### src/rtl/axi_read_burst_split.sv
// AXI4 read master that streams a beat-aligned byte range out of AXI-Stream,
// split into INCR bursts of at most C_MAX_BURST_LEN beats that never cross a 4KB page.
module axi_read_burst_split #(
    parameter int unsigned C_M_AXI_ADDR_WIDTH = 32,
    parameter int unsigned C_M_AXI_DATA_WIDTH = 64,
    parameter int unsigned C_MAX_BURST_LEN    = 16,
    parameter int unsigned C_LEN_WIDTH        = 20
) (
    input  logic                          m_axi_aclk,
    input  logic                          m_axi_areset,
    output logic [C_M_AXI_ADDR_WIDTH-1:0] m_axi_araddr,
    output logic                          m_axi_arvalid,
    input  logic                          m_axi_arready,
    output logic [7:0]                    m_axi_arlen,
    output logic [2:0]                    m_axi_arsize,
    output logic [1:0]                    m_axi_arburst,
    output logic [2:0]                    m_axi_arprot,
    output logic                          m_axi_arlock,
    input  logic [C_M_AXI_DATA_WIDTH-1:0] m_axi_rdata,
    input  logic                          m_axi_rvalid,
    output logic                          m_axi_rready,
    input  logic                          m_axi_rlast,
    input  logic [1:0]                    m_axi_rresp,
    input  logic                          run,
    input  logic [C_M_AXI_ADDR_WIDTH-1:0] start_addr,
    input  logic [C_LEN_WIDTH-1:0]        byte_length,
    output logic                          busy,
    output logic                          done,
    output logic                          err,
    output logic                          m_axis_tvalid,
    input  logic                          m_axis_tready,
    output logic [C_M_AXI_DATA_WIDTH-1:0] m_axis_tdata,
    output logic                          m_axis_tlast
);
    localparam int unsigned AW    = C_M_AXI_ADDR_WIDTH;
    localparam int unsigned DW    = C_M_AXI_DATA_WIDTH;
    localparam int unsigned LW    = C_LEN_WIDTH;
    localparam int unsigned BYTES = DW / 8;
    localparam int unsigned SH    = $clog2(BYTES);
    localparam int unsigned CW    = (LW > 13) ? LW : 13;
    localparam int unsigned NW    = 9;

    localparam logic [1:0] S_IDLE = 2'd0;
    localparam logic [1:0] S_ADDR = 2'd1;
    localparam logic [1:0] S_DATA = 2'd2;
    localparam logic [1:0] S_DONE = 2'd3;

    // Burst length: limited by remaining beats, max burst and room left in the 4KB page
    function automatic logic [NW-1:0] burst_len(input logic [11:0] a_lo, input logic [LW-1:0] beats);
        logic [CW-1:0] room;
        logic [CW-1:0] n;
        room = CW'((13'd4096 - {1'b0, a_lo}) >> SH);
        n    = CW'(beats);
        if (n > CW'(C_MAX_BURST_LEN)) n = CW'(C_MAX_BURST_LEN);
        if (n > room) n = room;
        return NW'(n);
    endfunction

    logic [1:0]    state_q, state_d;
    logic [AW-1:0] addr_q, addr_d;
    logic [LW-1:0] beats_left_q, beats_left_d;
    logic [NW-1:0] burst_n_q, burst_n_d;
    logic [NW-1:0] beat_cnt_q, beat_cnt_d;
    logic [AW-1:0] araddr_q, araddr_d;
    logic          arvalid_q, arvalid_d;
    logic [7:0]    arlen_q, arlen_d;
    logic          busy_q, busy_d;
    logic          done_q, done_d;
    logic          err_q, err_d;

    logic [AW-1:0] start_aligned;
    logic [LW-1:0] start_beats;
    logic [AW-1:0] next_addr;
    logic [LW-1:0] next_beats;
    logic [NW-1:0] n_start;
    logic [NW-1:0] n_next;
    logic          in_data;
    logic          beat;

    assign start_aligned = start_addr & ~AW'(BYTES - 1);
    assign start_beats   = LW'(byte_length >> SH);
    assign next_addr     = addr_q + (AW'(burst_n_q) << SH);
    assign next_beats    = beats_left_q - LW'(burst_n_q);
    assign n_start       = burst_len(start_aligned[11:0], start_beats);
    assign n_next        = burst_len(next_addr[11:0], next_beats);
    assign in_data       = (state_q == S_DATA);
    assign beat          = in_data && m_axi_rvalid && m_axis_tready;

    always_comb begin
        state_d      = state_q;
        addr_d       = addr_q;
        beats_left_d = beats_left_q;
        burst_n_d    = burst_n_q;
        beat_cnt_d   = beat_cnt_q;
        araddr_d     = araddr_q;
        arvalid_d    = arvalid_q;
        arlen_d      = arlen_q;
        busy_d       = busy_q;
        done_d       = 1'b0;
        err_d        = err_q;
        case (state_q)
            S_IDLE: begin
                if (run) begin
                    addr_d       = start_aligned;
                    beats_left_d = start_beats;
                    busy_d       = 1'b1;
                    err_d        = 1'b0;
                    if (start_beats == '0) begin
                        state_d = S_DONE;
                    end else begin
                        state_d   = S_ADDR;
                        burst_n_d = n_start;
                        arvalid_d = 1'b1;
                        araddr_d  = start_aligned;
                        arlen_d   = 8'(n_start - NW'(1));
                    end
                end
            end
            S_ADDR: begin
                if (arvalid_q && m_axi_arready) begin
                    arvalid_d  = 1'b0;
                    arlen_d    = 8'd0;
                    beat_cnt_d = burst_n_q;
                    state_d    = S_DATA;
                end
            end
            S_DATA: begin
                // The beat counter, not rlast, decides where the burst ends
                if (beat) begin
                    if (m_axi_rresp != 2'b00) err_d = 1'b1;
                    if (m_axi_rlast != (beat_cnt_q == NW'(1))) err_d = 1'b1;
                    beat_cnt_d = beat_cnt_q - NW'(1);
                    if (beat_cnt_q == NW'(1)) begin
                        addr_d       = next_addr;
                        beats_left_d = next_beats;
                        if (next_beats != '0) begin
                            state_d   = S_ADDR;
                            burst_n_d = n_next;
                            arvalid_d = 1'b1;
                            araddr_d  = next_addr;
                            arlen_d   = 8'(n_next - NW'(1));
                        end else begin
                            state_d = S_DONE;
                        end
                    end
                end
            end
            default: begin
                busy_d  = 1'b0;
                done_d  = 1'b1;
                state_d = S_IDLE;
            end
        endcase
    end

    always_ff @(posedge m_axi_aclk or posedge m_axi_areset) begin
        if (m_axi_areset) begin
            state_q      <= S_IDLE;
            addr_q       <= '0;
            beats_left_q <= '0;
            burst_n_q    <= '0;
            beat_cnt_q   <= '0;
            araddr_q     <= '0;
            arvalid_q    <= 1'b0;
            arlen_q      <= 8'd0;
            busy_q       <= 1'b0;
            done_q       <= 1'b0;
            err_q        <= 1'b0;
        end else begin
            state_q      <= state_d;
            addr_q       <= addr_d;
            beats_left_q <= beats_left_d;
            burst_n_q    <= burst_n_d;
            beat_cnt_q   <= beat_cnt_d;
            araddr_q     <= araddr_d;
            arvalid_q    <= arvalid_d;
            arlen_q      <= arlen_d;
            busy_q       <= busy_d;
            done_q       <= done_d;
            err_q        <= err_d;
        end
    end

    assign m_axi_araddr  = araddr_q;
    assign m_axi_arvalid = arvalid_q;
    assign m_axi_arlen   = arlen_q;
    assign m_axi_arsize  = 3'(SH);
    assign m_axi_arburst = 2'b01;
    assign m_axi_arprot  = 3'b000;
    assign m_axi_arlock  = 1'b0;
    assign busy          = busy_q;
    assign done          = done_q;
    assign err           = err_q;

    // Stream side is a zero-latency pass-through while a burst is in flight
    assign m_axi_rready  = in_data && m_axis_tready;
    assign m_axis_tvalid = in_data && m_axi_rvalid;
    assign m_axis_tdata  = m_axi_rdata;
    assign m_axis_tlast  = in_data && (beat_cnt_q == NW'(1)) && (beats_left_q == LW'(burst_n_q));
endmodule

### config.mk
export PLATFORM = sky130hd
export DESIGN_NAME = axi_read_burst_split
export DESIGN_NICKNAME = d
export VERILOG_FILES = /design/src/rtl/axi_read_burst_split.sv
export SDC_FILE = /design/constraint.sdc
export NUM_CORES = 1
export LEC_CHECK = 0
export CAP_MARGIN = 20
export CORE_MARGIN = 2
export CORE_UTILIZATION = 45
export DETAILED_ROUTE_END_ITERATION = 6
export PLACE_DENSITY = 0.82
export SYNTH_ARGS = -nofsm -noshare
export SYNTH_HDL_FRONTEND = slang
export SYNTH_SLANG_ARGS = --single-unit
export TNS_END_PERCENT = 50
### constraint.sdc
create_clock -name m_axi_aclk -period 10.6 [get_ports m_axi_aclk]
set_clock_uncertainty 0.2 [all_clocks]
set_input_delay 2.12 -clock m_axi_aclk [delete_from_list [all_inputs] [get_ports m_axi_aclk]]
set_output_delay 2.12 -clock m_axi_aclk [all_outputs]
set_load 0.05 [all_outputs]
==> metrics, run 1 <==
status complete, but fails checks; failing checks DRC; Tot Pwr 3.92 mW; clk_lat worst skew 0.43 ns; EDFF count, synth 0; Yosys cell types 81; clk sinks 116; Setup TNS 0 ns; Worst setup SP type primary input; CTS root buf clkbuf_16; Die Area 0.0210 mm2; vias in the first global route 7399; r2r setup slk 3.86 ns; Max VDD drop 221 uV; drc violations 7; clock share of power 14.8%; Gate Count Post-Synth 1061; WHS Endpoint m_axi_araddr[9]$_DFFE_PP0P_; Pleak 4.26 nW; period utilization 63.9%; Placed Instances 1325; GRT Overall Usage 23.6%; Max Freq 148 MHz; area delta synth->final 14.5%; global-route wire length before repair 38.6 mm; Boundary Pins 245; RSZ-0062 raised after global routing false; Rel. slew slack 29.3%; Critical Path Fanout Max 6; ANT cells 0; worst slew pin tran 1.06 ns; max cap viols 0; flops & latches, synth 116; post-CTS setup buffers 0; Post-Layout Cell Count 1357; effective utilization at floorplan 45.8%; initial drt markers 749; cells on worst reg2reg path 23; Pins Over Slew Limit 0; Synth Area per Inst 8.41 um2; htree depth 4; Pre-Repair DR Iteration Count 7; share of post-route cells with drive strength above 1 7.60%; Core ar. 0.0195 mm2; Final setup viols 0; PD cells 384 mW/mm2; largest net degree at the start of global routing 78; Die Span X 145 um; # resized after CTS 0; Clock transition at path regs 0.05 ns; Die Ht 145 um; ys flop type dfrtp_1; GR Overflow Total 0; CP required 10.69 ns; Min Clock Period, post-route 6.77 ns; drt wl/cell 18.0 um; sw frac 51.1%; commonest non-fill, non-tap cell in the layout nand2_1; initial antenna violation count 0; Final ANT Viol Nets 0; CP endpoint kind flop; Clock Path Buffers 2; cell area after synthesis 0.00892 mm2; cts hold-fix bufs 0; routability cong. 0.953; total number of vias 7937; most frequent cells in the layout 130 x nand2_1, 116 x dfrtp_1, 101 x clkdlybuf4s50_1; drt total wl 24.4 mm; DP HPWL 17.7 mm; critical path class primary input to flop; worst hold start m_axi_araddr[9]$_DFFE_PP0P_; async set or reset register ratio after synthesis 100%; CP arrival 6.86 ns; num rows 51; sequential area share after synthesis 32.5%; clock tree from TritonCTS done; hold_ws 0.272 ns; power share of the sequential group 22.1%; Port Buffers 101; reg2reg end m_axi_arlen[4]$_DFFE_PP0P_; synth warn 0; internal power 1.92 mW; switching pwr 2.01 mW; Reg-to-Reg Start burst_n_q[0]$_DFFE_PP0P_; hold depth 2; fraction of power consumed by combinational cells 63.2%; HP Class flop to flop; final hold vios 0; Num CTS Buffers 17; Vias/cell 5.85; fin nets 1253
[cell type report]
cell class                 instances  area (um2)
tap                              265         332
multi-input combinational        805        5200
timing repair buffer             108        1060
sequential                       116        2900
fill                            1778        9250
clock buffer                      19         443
clock inverter                    13         149
inverter                          31         119
[metrics by stage]
stage | area [um2] | utilization [%] | setup slack [ns]
2_1_floorplan | 8980 | - | 4.59
3_3_place_gp | 9620 | 49.4 | 3.58
3_5_place_dp | 9620 | 49.4 | 3.49
4_1_cts | 10200 | 52.5 | 3.91
5_1_grt | 10200 | 52.5 | 3.49
6_report | 10200 | 52.5 | 3.83
[power groups by stage]
stage / sequential (mW) / combinational, mW / clock (mW)
final: 0.865 / 2.48 / 0.579
after global routing: 0.892 / 2.71 / 0.607
after CTS: 0.862 / 2.45 / 0.585
after detailed placement: 0.865 / 2.44 / 0
after global placement: 0.860 / 2.38 / 0
after floorplan: 1.05 / 1.69 / 0
[registers in the layout (all words and copies together), names as in the netlist]
signal,cells
beats_left_q,20
addr_q,32
m_axi_arvalid,1
beat_cnt_q,9
m_axi_arlen,8
err,1
busy,1
m_axi_araddr,32
burst_n_q,9
done,1
state_q,2
[Yosys cell counts, types with 8 or more instances]
cell type | number | area (um2)
or3_1 | 8 | 50.1
inv_1 | 31 | 116
dfrtp_1 | 116 | 2900
nand4_1 | 8 | 50.1
mux2i_1 | 22 | 220
o211ai_1 | 13 | 97.6
nor3_1 | 23 | 115
xnor2_1 | 26 | 228
buf_4 | 74 | 556
xor2_1 | 27 | 236
ha_1 | 47 | 588
nor2_1 | 54 | 203
nand2_1 | 131 | 492
clkbuf_1 | 44 | 165
nand3_1 | 35 | 175
nor2b_1 | 11 | 68.8
a21o_1 | 13 | 97.6
mux2_2 | 10 | 113
o21ai_0 | 92 | 460
nor4_1 | 12 | 75.1
a21oi_1 | 69 | 345
o22ai_1 | 24 | 150
and2_1 | 16 | 100
and3_1 | 17 | 106
a211oi_1 | 8 | 60.1
[logic make-up after synthesis]
kind of cell               count (synthesis)  share of synthesized area (%)
and+or+nand+nor                          361                           20.3
DFF                                      116                           32.5
xor gates and xnor gates                  53                           5.20
adders and majority gates                 49                           7.04
other                                      2                         0.0842
AOI/OAI and AO/OA                        289                           20.8
muxes                                     34                           4.07
buffers and inverters                    157                           10.0
[how the worst max path moves through the flow]
| stage | cells past startpoint | slack, ns | end | start |
|---|---|---|---|---|
| 2_1_floorplan | 18 | 4.59 | m_axi_arlen[6]$_DFFE_PP0P_ | byte_length[13] |
| 3_3_place_gp | 17 | 3.58 | m_axi_arlen[4]$_DFFE_PP0P_ | byte_length[10] |
| 3_5_place_dp | 17 | 3.49 | m_axi_arlen[4]$_DFFE_PP0P_ | byte_length[10] |
| 4_1_cts | 17 | 3.91 | m_axi_arlen[4]$_DFFE_PP0P_ | byte_length[10] |
| 5_1_grt | 23 | 3.49 | m_axi_arlen[6]$_DFFE_PP0P_ | burst_n_q[0]$_DFFE_PP0P_ |
| 6_report | 17 | 3.83 | m_axi_arlen[4]$_DFFE_PP0P_ | byte_length[10] |
[layer usage]
| layer | wire [um] | vias up | track usage [%] |
|---|---|---|---|
| met5 | 0 | - | 0 |
| met4 | 583 | 0 | 8.94 |
| met3 | 1870 | 47 | 5.20 |
| met2 | 11300 | 325 | 36.9 |
| met1 | 10600 | 3808 | 32.0 |
| li1 | - | 3757 | - |
[worst max-delay path, stage by stage]
cell and delay (ns):
clkdlybuf4s50_1 0.47, or4_1 0.61, nor4_1 0.71, inv_1 0.12, ha_1 0.33, o21ai_0 0.11, a211oi_1 0.24, o21ai_0 0.17
and2_1 0.24, nor4_1 0.40, nor3_1 0.08, a31oi_1 0.39, ha_1 0.25, inv_1 0.09, o31a_1 0.29, a31oi_1 0.17
o31ai_1 0.08
Note: power is estimated with default switching activity, not from simulation.
==> run 2: changes to the inputs <==
==> constraint.sdc (replaced) <==
create_clock -name m_axi_aclk -period 7.1 [get_ports m_axi_aclk]
set_clock_uncertainty 0.2 [all_clocks]
set_input_delay 1.42 -clock m_axi_aclk [delete_from_list [all_inputs] [get_ports m_axi_aclk]]
set_output_delay 1.42 -clock m_axi_aclk [all_outputs]
set_load 0.05 [all_outputs]
==> metrics, run 2 (synthesis results as in run 1) <==
cts hold-fix bufs 0; Pins Over Slew Limit 0; largest net degree at the start of global routing 83; Max Freq 159 MHz; period utilization 88.8%; CP endpoint kind flop; htree depth 4; worst slew pin tran 0.962 ns; drc violations 0; clock share of power 15.0%; drt wl/cell 18.0 um; Cell Chain, Critical Path ha_1 > inv_1 > fa_1 > a211oi_2 > o21a_1 > xnor2_1 > a211o_1 > nor4b_1 > and4_1 > inv_1 > ha_1 > nand2_1 > or2_2 > o32a_1 > o21ai_0 > and2_1 > nor4_1 > a31oi_1 > ha_1 > inv_1 > o31a_1 > a31oi_1 > o31ai_1; Min Clock Period, post-route 6.31 ns; total number of vias 7958; share of post-route cells with drive strength above 1 7.94%; internal power 2.87 mW; Num CTS Buffers 17; Die Span X 145 um; Setup TNS 0 ns; Worst path max stage delay 0.48 ns; ANT cells 0; drt total wl 24.5 mm; initial antenna violation count 0; status complete, no violations; r2r setup slk 0.79 ns; GR Overflow Total 0; # resized after CTS 0; commonest non-fill, non-tap cell in the layout nand2_1; Worst setup SP type flop; Die Ht 145 um; hold depth 2; HP Class flop to flop; Clock transition at path regs 0.06 ns; fin nets 1257; PD cells 573 mW/mm2; cells on worst reg2reg path 23; Core ar. 0.0195 mm2; sw frac 51.1%; clk_lat worst skew 0.43 ns; Boundary Pins 245; effective utilization at floorplan 45.8%; final hold vios 0; Rel. slew slack 35.8%; power share of the sequential group 21.9%; CP arrival 6.39 ns; RSZ-0062 raised after global routing false; GRT Overall Usage 23.7%; Pre-Repair DR Iteration Count 5; Final setup viols 0; Final ANT Viol Nets 0; Max VDD drop 306 uV; Reg-to-Reg Start burst_n_q[0]$_DFFE_PP0P_; num rows 51; final instance area 0.0102 mm2; critical path class flop to flop; Clock Path Buffers 2; Vias/cell 5.85; global-route wire length before repair 38.8 mm; CTS root buf clkbuf_16; most frequent cells in the layout 130 x nand2_1, 116 x dfrtp_1, 101 x clkdlybuf4s50_1; switching pwr 3.00 mW; post-CTS setup buffers 0; Filler cells 1792; CP required 7.19 ns; vias in the first global route 7453; Placement Cell Area 0.00965 mm2; clk sinks 116; clock tree from TritonCTS done; Die Area 0.0210 mm2; max cap viols 0; WHS Endpoint m_axi_araddr[6]$_DFFE_PP0P_; Critical Path Fanout Max 8; Port Buffers 101; Crit-path slowest cell dfrtp_1; fraction of power consumed by combinational cells 63.1%; area delta synth->final 14.8%; DP HPWL 17.6 mm; reg2reg end m_axi_arlen[4]$_DFFE_PP0P_; routability cong. 0.968; worst hold start m_axi_araddr[6]$_DFFE_PP0P_; Pleak 4.29 nW; initial drt markers 712
[run 2: cell count changes in the layout (fill, tap and decap cells not counted), sizes merged]
| cell | before | now |
|---|---|---|
| buf | 7 | 11 |
| clkinvlp | 3 | 2 |
| inv | 35 | 36 |
[run 2: how the worst max path moves through the flow]
stage,startpoint,end,cells after the start
CTS,burst_n_q[0]$_DFFE_PP0P_,m_axi_arlen[4]$_DFFE_PP0P_,23
floorplan,beats_left_q[0]$_DFFE_PP0P_,m_axi_arlen[6]$_DFFE_PP0P_,27
finish,burst_n_q[0]$_DFFE_PP0P_,m_axi_arlen[4]$_DFFE_PP0P_,23
global route,burst_n_q[0]$_DFFE_PP0P_,m_axi_arlen[4]$_DFFE_PP0P_,23
detailed placement,start_addr[6],m_axi_arlen[4]$_DFFE_PP0P_,19
global placement,burst_n_q[0]$_DFFE_PP0P_,m_axi_arlen[4]$_DFFE_PP0P_,23
[run 2: area by class of cell]
class	count	area (um2)	area share (%)
clock buffers	19	443	4.33
repair buffers	112	1090	10.7
clock inverters	13	146	1.43
inverters	31	119	1.16
flip-flops and latches	116	2900	28.4
multi-input cells	805	5200	50.8
well taps	265	332	3.24
[run 2: metal layers]
metal	part of all wire, %	global-route usage (%)	wire [um]
met1	43	31.5	10600
met2	47	38.6	11500
met3	7.9	5.17	1950
met4	1.8	7.41	442
met5	0	0	0
[run 2: power groups by stage]
stage | clock, mW | sequential, mW | combinational [mW]
global placement | 0 | 1.27 | 3.55
global route | 0.918 | 1.33 | 4.03
detailed placement | 0 | 1.28 | 3.63
finish | 0.880 | 1.28 | 3.70
floorplan | 0 | 1.56 | 2.52
CTS | 0.885 | 1.28 | 3.66
[run 2: stage by stage]
stage,cells,hold slack (ns),util (%),power (mW),setup WS (ns)
6_report,1361,0.276,52.6,5.86,0.794
2_1_floorplan,1078,0.252,-,4.08,1.69
3_5_place_dp,1329,0.268,49.6,4.91,0.960
4_1_cts,1361,0.282,52.6,5.82,0.951
3_3_place_gp,1329,0.263,49.6,4.82,1.00
5_1_grt,1361,0.294,52.6,6.27,0.497
[run 2: worst max-delay path: cells and delay by family (launching register included)]
| kind | cells | cell delay [ns] |
|---|---|---|
| AO/OA/AOI/OAI | 9 | 2.39 |
| AND/OR/NAND/NOR | 6 | 1.55 |
| adder cells (fa/ha/maj) | 4 | 1.21 |
| flip-flops | 1 | 0.48 |
| buffers and inverters | 3 | 0.20 |
| XOR/XNOR | 1 | 0.16 |
